===== src/rtl/matmul_tile_scheduler.sv =====
// Tile scheduler for C = A x B with K fixed at 8. It walks the 8x8 output tiles
// row-major and starts the systolic-array driver once per tile. When the driver
// finishes, the tile result is captured and written back one 8-word row per handshake.
// sa_Out packing: element [r][c] occupies bits [(r*8+c)*DATA_WIDTH +: DATA_WIDTH].
// wr_data packing: word c of the row occupies bits [c*DATA_WIDTH +: DATA_WIDTH].
module matmul_tile_scheduler #(
  parameter int unsigned DATA_WIDTH = 16,
  parameter int unsigned ADDR_WIDTH = 16,
  parameter int unsigned DIM_WIDTH  = 16
) (
  input  logic                       clock,
  input  logic                       reset,
  input  logic                       start,
  input  logic [ADDR_WIDTH-1:0]      base_A,
  input  logic [ADDR_WIDTH-1:0]      base_B,
  input  logic [ADDR_WIDTH-1:0]      base_C,
  input  logic [DIM_WIDTH-1:0]       rows_A,
  input  logic [DIM_WIDTH-1:0]       cols_B,
  input  logic [DIM_WIDTH-1:0]       dim_col_A,
  input  logic [DIM_WIDTH-1:0]       dim_col_B,
  output logic                       busy,
  output logic                       done,
  output logic                       err,
  output logic                       sa_start,
  output logic [ADDR_WIDTH-1:0]      sa_base_A,
  output logic [ADDR_WIDTH-1:0]      sa_base_B,
  output logic [DIM_WIDTH-1:0]       sa_dim_A,
  output logic [DIM_WIDTH-1:0]       sa_dim_B,
  input  logic                       sa_done,
  input  logic [64*DATA_WIDTH-1:0]   sa_Out,
  output logic                       wr_req,
  output logic [ADDR_WIDTH-1:0]      wr_addr,
  output logic [8*DATA_WIDTH-1:0]    wr_data,
  input  logic                       wr_ack
);

  // Tile edge is tied to the driver's array size.
  localparam int unsigned TILE      = 8;
  localparam int unsigned TILE_LOG2 = 3;

  typedef enum logic [2:0] {
    StIdle,
    StIssue,
    StWaitSa,
    StWrite,
    StNext,
    StFin
  } state_t;

  state_t state_q, state_d;

  logic                    err_q;
  logic [ADDR_WIDTH-1:0]   a_row_q;      // base_A + ti*8*dim_col_A
  logic [ADDR_WIDTH-1:0]   base_b_q;
  logic [ADDR_WIDTH-1:0]   col_off_q;    // tj*8
  logic [ADDR_WIDTH-1:0]   c_tilerow_q;  // base_C + ti*8*cols_B
  logic [ADDR_WIDTH-1:0]   a_step_q;     // 8*dim_col_A
  logic [ADDR_WIDTH-1:0]   c_step_q;     // 8*cols_B
  logic [ADDR_WIDTH-1:0]   cols_q;
  logic [DIM_WIDTH-1:0]    dim_a_q;
  logic [DIM_WIDTH-1:0]    dim_b_q;
  logic [DIM_WIDTH-1:0]    tm_q;
  logic [DIM_WIDTH-1:0]    tn_q;
  logic [DIM_WIDTH-1:0]    ti_q;
  logic [DIM_WIDTH-1:0]    tj_q;
  logic [2:0]              r_q;
  logic [ADDR_WIDTH-1:0]   wr_addr_q;
  logic [8*DATA_WIDTH-1:0] buf_q [8];

  logic accept;
  logic cmd_ok;
  logic last_tile;
  logic last_col;

  assign accept    = (state_q == StIdle) && start;
  assign cmd_ok    = (rows_A != '0) && (rows_A[TILE_LOG2-1:0] == '0) &&
                     (cols_B != '0) && (cols_B[TILE_LOG2-1:0] == '0);
  assign last_col  = (tj_q == tn_q - DIM_WIDTH'(1));
  assign last_tile = last_col && (ti_q == tm_q - DIM_WIDTH'(1));

  assign busy      = (state_q != StIdle);
  assign err       = err_q;
  assign sa_base_A = a_row_q;
  assign sa_base_B = base_b_q + col_off_q;
  assign sa_dim_A  = dim_a_q;
  assign sa_dim_B  = dim_b_q;
  assign wr_addr   = wr_addr_q;
  assign wr_data   = buf_q[r_q];

  // State register.
  always_ff @(posedge clock or posedge reset) begin
    if (reset) state_q <= StIdle;
    else       state_q <= state_d;
  end

  // Next-state and strobe outputs.
  always_comb begin
    state_d  = state_q;
    sa_start = 1'b0;
    wr_req   = 1'b0;
    done     = 1'b0;
    unique case (state_q)
      StIdle:   if (start) state_d = cmd_ok ? StIssue : StFin;
      StIssue: begin
        sa_start = 1'b1;
        state_d  = StWaitSa;
      end
      StWaitSa: if (sa_done) state_d = StWrite;
      StWrite: begin
        wr_req = 1'b1;
        if (wr_ack && (r_q == 3'd7)) state_d = StNext;
      end
      StNext:   state_d = last_tile ? StFin : StIssue;
      StFin: begin
        done    = 1'b1;
        state_d = StIdle;
      end
      default:  state_d = StIdle;
    endcase
  end

  // Command latch and tile-walk counters; addresses advance by addition only.
  always_ff @(posedge clock or posedge reset) begin
    if (reset) begin
      err_q       <= 1'b0;
      a_row_q     <= '0;
      base_b_q    <= '0;
      col_off_q   <= '0;
      c_tilerow_q <= '0;
      a_step_q    <= '0;
      c_step_q    <= '0;
      cols_q      <= '0;
      dim_a_q     <= '0;
      dim_b_q     <= '0;
      tm_q        <= '0;
      tn_q        <= '0;
      ti_q        <= '0;
      tj_q        <= '0;
    end else if (accept) begin
      err_q       <= !cmd_ok;
      a_row_q     <= base_A;
      base_b_q    <= base_B;
      col_off_q   <= '0;
      c_tilerow_q <= base_C;
      a_step_q    <= ADDR_WIDTH'(dim_col_A) << TILE_LOG2;
      c_step_q    <= ADDR_WIDTH'(cols_B) << TILE_LOG2;
      cols_q      <= ADDR_WIDTH'(cols_B);
      dim_a_q     <= dim_col_A;
      dim_b_q     <= dim_col_B;
      tm_q        <= rows_A >> TILE_LOG2;
      tn_q        <= cols_B >> TILE_LOG2;
      ti_q        <= '0;
      tj_q        <= '0;
    end else if ((state_q == StNext) && !last_tile) begin
      // Counters freeze on the final tile so the bases stay put after done.
      if (last_col) begin
        tj_q        <= '0;
        col_off_q   <= '0;
        ti_q        <= ti_q + DIM_WIDTH'(1);
        a_row_q     <= a_row_q + a_step_q;
        c_tilerow_q <= c_tilerow_q + c_step_q;
      end else begin
        tj_q      <= tj_q + DIM_WIDTH'(1);
        col_off_q <= col_off_q + ADDR_WIDTH'(TILE);
      end
    end
  end

  // Tile capture and row write-back sequencing.
  always_ff @(posedge clock or posedge reset) begin
    if (reset) begin
      r_q       <= '0;
      wr_addr_q <= '0;
      for (int r = 0; r < 8; r++) buf_q[r] <= '0;
    end else if ((state_q == StWaitSa) && sa_done) begin
      r_q       <= '0;
      wr_addr_q <= c_tilerow_q + col_off_q;
      for (int r = 0; r < 8; r++) buf_q[r] <= sa_Out[r*8*DATA_WIDTH +: 8*DATA_WIDTH];
    end else if ((state_q == StWrite) && wr_ack) begin
      r_q       <= r_q + 3'd1;
      wr_addr_q <= wr_addr_q + cols_q;
    end
  end

endmodule


===== config.mk =====
export PLATFORM = sky130hd
export DESIGN_NAME = matmul_tile_scheduler
export DESIGN_NICKNAME = d
export VERILOG_FILES = /design/src/rtl/matmul_tile_scheduler.sv
export SDC_FILE = /design/constraint.sdc
export NUM_CORES = 2
export LEC_CHECK = 0
export ABC_AREA = 1
export ABC_CLOCK_PERIOD_IN_PS = 78800
export BUFFER_PORTS_ARGS = -buffer_cell sky130_fd_sc_hd__buf_2
export CAP_MARGIN = 20
export CORE_AREA = 4 4 523 525
export CTS_CLUSTER_SIZE = 28
export DETAILED_ROUTE_END_ITERATION = 8
export DIE_AREA = 0 0 527 529
export GPL_TIMING_DRIVEN = 0
export SETUP_SLACK_MARGIN = 0.4
export SLEW_MARGIN = 0
export SYNTH_ARGS = -nofsm -noshare
export SYNTH_HDL_FRONTEND = slang
export SYNTH_SLANG_ARGS = --single-unit

===== constraint.sdc =====
create_clock -name clock -period 78.8 [get_ports clock]
set_clock_uncertainty 0.05 [all_clocks]
set_input_delay 15.76 -clock clock [delete_from_list [all_inputs] [get_ports clock]]
set_output_delay 15.76 -clock clock [all_outputs]
set_load 0.05 [all_outputs]

==> key figures <==
Setup path
  • Cells along the critical path: buf_2 -> clkbuf_1 -> clkbuf_2 -> buf_12 -> clkbuf_1 -> nand2_1 -> o21ai_0 -> a21oi_1 -> a31oi_1 -> buf_2
  • Critical Path Start: r_q[0]$_DFFE_PP0P_
  • Critical path endpoint category: primary output
  • Critical path launch point type: flip-flop
  • CP max stage cell: buf_2
  • Worst r2r src: state_q[2]$_DFFE_PP0P_
  • Worst-path fanout max: 10
  • Worst Path Arrival: around 5.5 ns
  • CP top delay family: buffers and inverters
  • Worst path max stage delay: between 0.6 and 0.7 ns
  • CP required: around 63 ns
  • WS Path Type: reg2out
  • Buffers plus inverters on the worst setup path: 6

Layout
  • # nets final: about 10,000
  • Layout cell share with drive strength beyond 1: a little under a fifth
  • Most frequent cells in the layout: 3,183 x nand2_1, 1,363 x buf_2, 1,201 x dfrtp_1
  • Cell Count, Final, Fillers Out: about 13,000
  • Register Area: about 30,000 um^2
  • Design area: approximately 76,000 um^2
  • Post-Route Utilization: 28.3%
  • Area growth, synth to finish: 30.1%
  • Commonest non-fill, non-tap cell in the layout: nand2_1
  • Fill cells: 29,632
  • Area of the multi-input gates: approximately 25,000 um^2

Die
  • Initial core utilization: between 20 and 25%
  • Core ar.: between 200,000 and 300,000 um^2
  • Die Height: around 530 um
  • Die W: 527 um
  • Row cnt: approximately 190
  • Boundary Pins: 1,354
  • Die Area: approximately 280,000 um^2

Pwr
  • Sw Ratio: approximately 52%
  • Leak: ~38 nW
  • Final Total Pwr: around 3.8 mW
  • VDD IR max: around 0.037 mV
  • Sequential power share: about 29%
  • Internal power: around 1.8 mW
  • Pwr/cell area: between 40 and 50 nW/um^2
  • NetSw: ~2.0 mW
  • Clock share of power: 19.0%
  • Logic pwr share: 52.4%

Min path
  • Worst Hold Launch: sa_dim_B[13]$_DFFE_PP0P_
  • Worst Hold Class: reg2reg

Clock tree
  • CTS tree: done
  • CTS Buf Count: between 150 and 200
  • Max clock buf depth: 4
  • Clk slew on worst S/H paths: 0.06 ns
  • Hold Buf Count CTS: 0
  • Sink Count: roughly 1,200
  • Post-CTS sizing: 0
  • H-tree levels: 4
  • Buffers inserted by post-CTS timing repair: 0
  • Worst skew pair latency: 0.81 ns
  • CTS root buf: clkbuf_16

Synthesis
  • EDFF count, synth: 0
  • Synth Area per Inst: 7.64 um^2
  • Cell Area, Synth: a little under 60,000 um^2
  • Cell taking the most area after synthesis: dfrtp_1
  • Post-synth top flop: dfrtp_1
  • Synth Register Bits: around 1,200
  • Synthesized Nets: 8,878
  • Netlist cell types: 43
  • Register area share after synthesis: 51.4%
  • Synth area leaders: dfrtp_1 51%, nand2_1 20%, o21ai_0 8.5%
  • Syn Inst Count: around 7,700
  • Synth top area share: between 50% and 60%
  • Yosys warning total: 0
  • FFs w/ async S/R, synth: 100%

STA
  • Slew Limit Fails: 0
  • Hold Fails Final Rpt: 0
  • RSZ-0062 raised after global routing: no
  • Hold WS: 0.421 ns
  • Final period util: between 20% and 30%
  • Fin crit period: ~21 ns
  • Final setup vio count: 0
  • Final WS setup: approximately 57 ns
  • Rel. slew slack: 25.2%
  • F_max: about 47 MHz
  • Worst-Margin Slew: ~1.1 ns
  • Setup TNS: 0 ns

GRT
  • Number of global-route vias before repair: slightly below 60,000
  • Pin count of the biggest net entering global routing: between 100 and 150
  • Total Routing Usage GR: a little under a quarter
  • First-pass GRT wire length: between 400 and 500 mm
  • Initial antenna violation count: ~130
  • Total congestion overflow: 0

Drt
  • Post-route DRC: 0
  • DR pass1 iterations: 6
  • Post-route ant nets: 0
  • Initial drt markers: 6,066
  • WL/cell: ~27 um
  • Vias/cell: about 4.7
  • Total number of vias: roughly 62,000
  • Total wire length: about 350 mm

Placement
  • IO buf count: 1,353
  • Pre-CTS WS: 57.98 ns
  • Placed Cells incl. Taps: 12,630
  • DP Area: 70,800 um^2
  • RePlAce Congestion: between 0.9 and 1
  • HPWL Detailed: between 200 and 300 mm

Status
  • Status: finished, final reports clean

Run
  • Max_cap viols: 0
==> tightest hold or removal path: stages (launching register included) <==
cell     delay, ns
dfrtp_1       0.34
nand2_1       0.05
nand2_1       0.05
==> worst paths after layout <==
kind | end | cells past startpoint | slack [ns]
worst max-delay path | wr_data[12] | 10 | 57.49
worst min-delay path | sa_dim_B[13]$_DFFE_PP0P_ | 2 | 0.42
worst max register to register | buf_q[931]$_DFFE_PP0P_ | 8 | 74.83
worst min register to register | sa_dim_B[13]$_DFFE_PP0P_ | 2 | 0.42
max in group asynchronous | buf_q[71]$_DFFE_PP0P_ | 7 | 60.36
min in group asynchronous | buf_q[772]$_DFFE_PP0P_ | 2 | 15.01
==> final cells by class <==
class	instances	area share (%)
Antenna cell	170	0.559
Buffer	482	2.56
Clock buffer	213	5.69
Clock inverter	47	0.800
Inverter	543	2.69
Multi-Input combinational cell	5438	32.2
Sequential cell	1201	39.5
Tap cell	3570	5.87
Timing Repair Buffer	1397	10.1
==> flip-flops by register name, summed over array words and instances, names as in the netlist <==
signal and count:
buf_q 1024, base_b_q 16, c_tilerow_q 16, cols_q 16, sa_base_A 16, sa_dim_A 16
sa_dim_B 16, ti_q 16, tj_q 16, wr_addr 16, col_off_q 13, tm_q 13
r_q 3, state_q 3, err 1
==> kinds of logic after synthesis <==
group	Yosys count	synth area share [%]
adders and majority gates	73	1.60
buffers and inverters	1025	6.72
xor gates and xnor gates	82	1.23
AOI/OAI and AO/OA	1629	15.1
and+or+nand+nor	3654	24.0
DFF	1201	51.4
==> cell usage after synthesis (all sizes together) (2+ instances only) <==
library cell	count
ha	70
a21oi	327
o22ai	15
a21boi	4
a31oi	137
nor3	21
nand3	135
a21o	4
clkbuf	444
xor2	57
o21bai	8
nand2	3189
xnor2	25
nor4	11
o211ai	128
fa	3
buf	38
o31ai	2
o21ai	996
inv	542
a211oi	3
dfrtp	1201
nand4	23
nand3b	3
nor2	270
==> metal layers <==
metal / share of wire (%) / up-vias / global-route usage (%)
li1: - / 27843 / -
met1: 39 / 29868 / 29.4
met2: 44 / 3505 / 36.7
met3: 9.1 / 776 / 5.73
met4: 8.2 / 40 / 16.5
met5: 0.078 / - / 0
==> power groups by stage <==
stage / combinational (mW) / clock [mW] / sequential [mW]
final: 1.97 / 0.715 / 1.07
after global routing: 2.11 / 0.749 / 1.10
after CTS: 1.96 / 0.723 / 1.07
after detailed placement: 1.95 / 0 / 1.08
after global placement: 1.92 / 0 / 1.08
after floorplan: 1.14 / 0 / 1.08
Note: power is estimated with default switching activity, not from simulation.
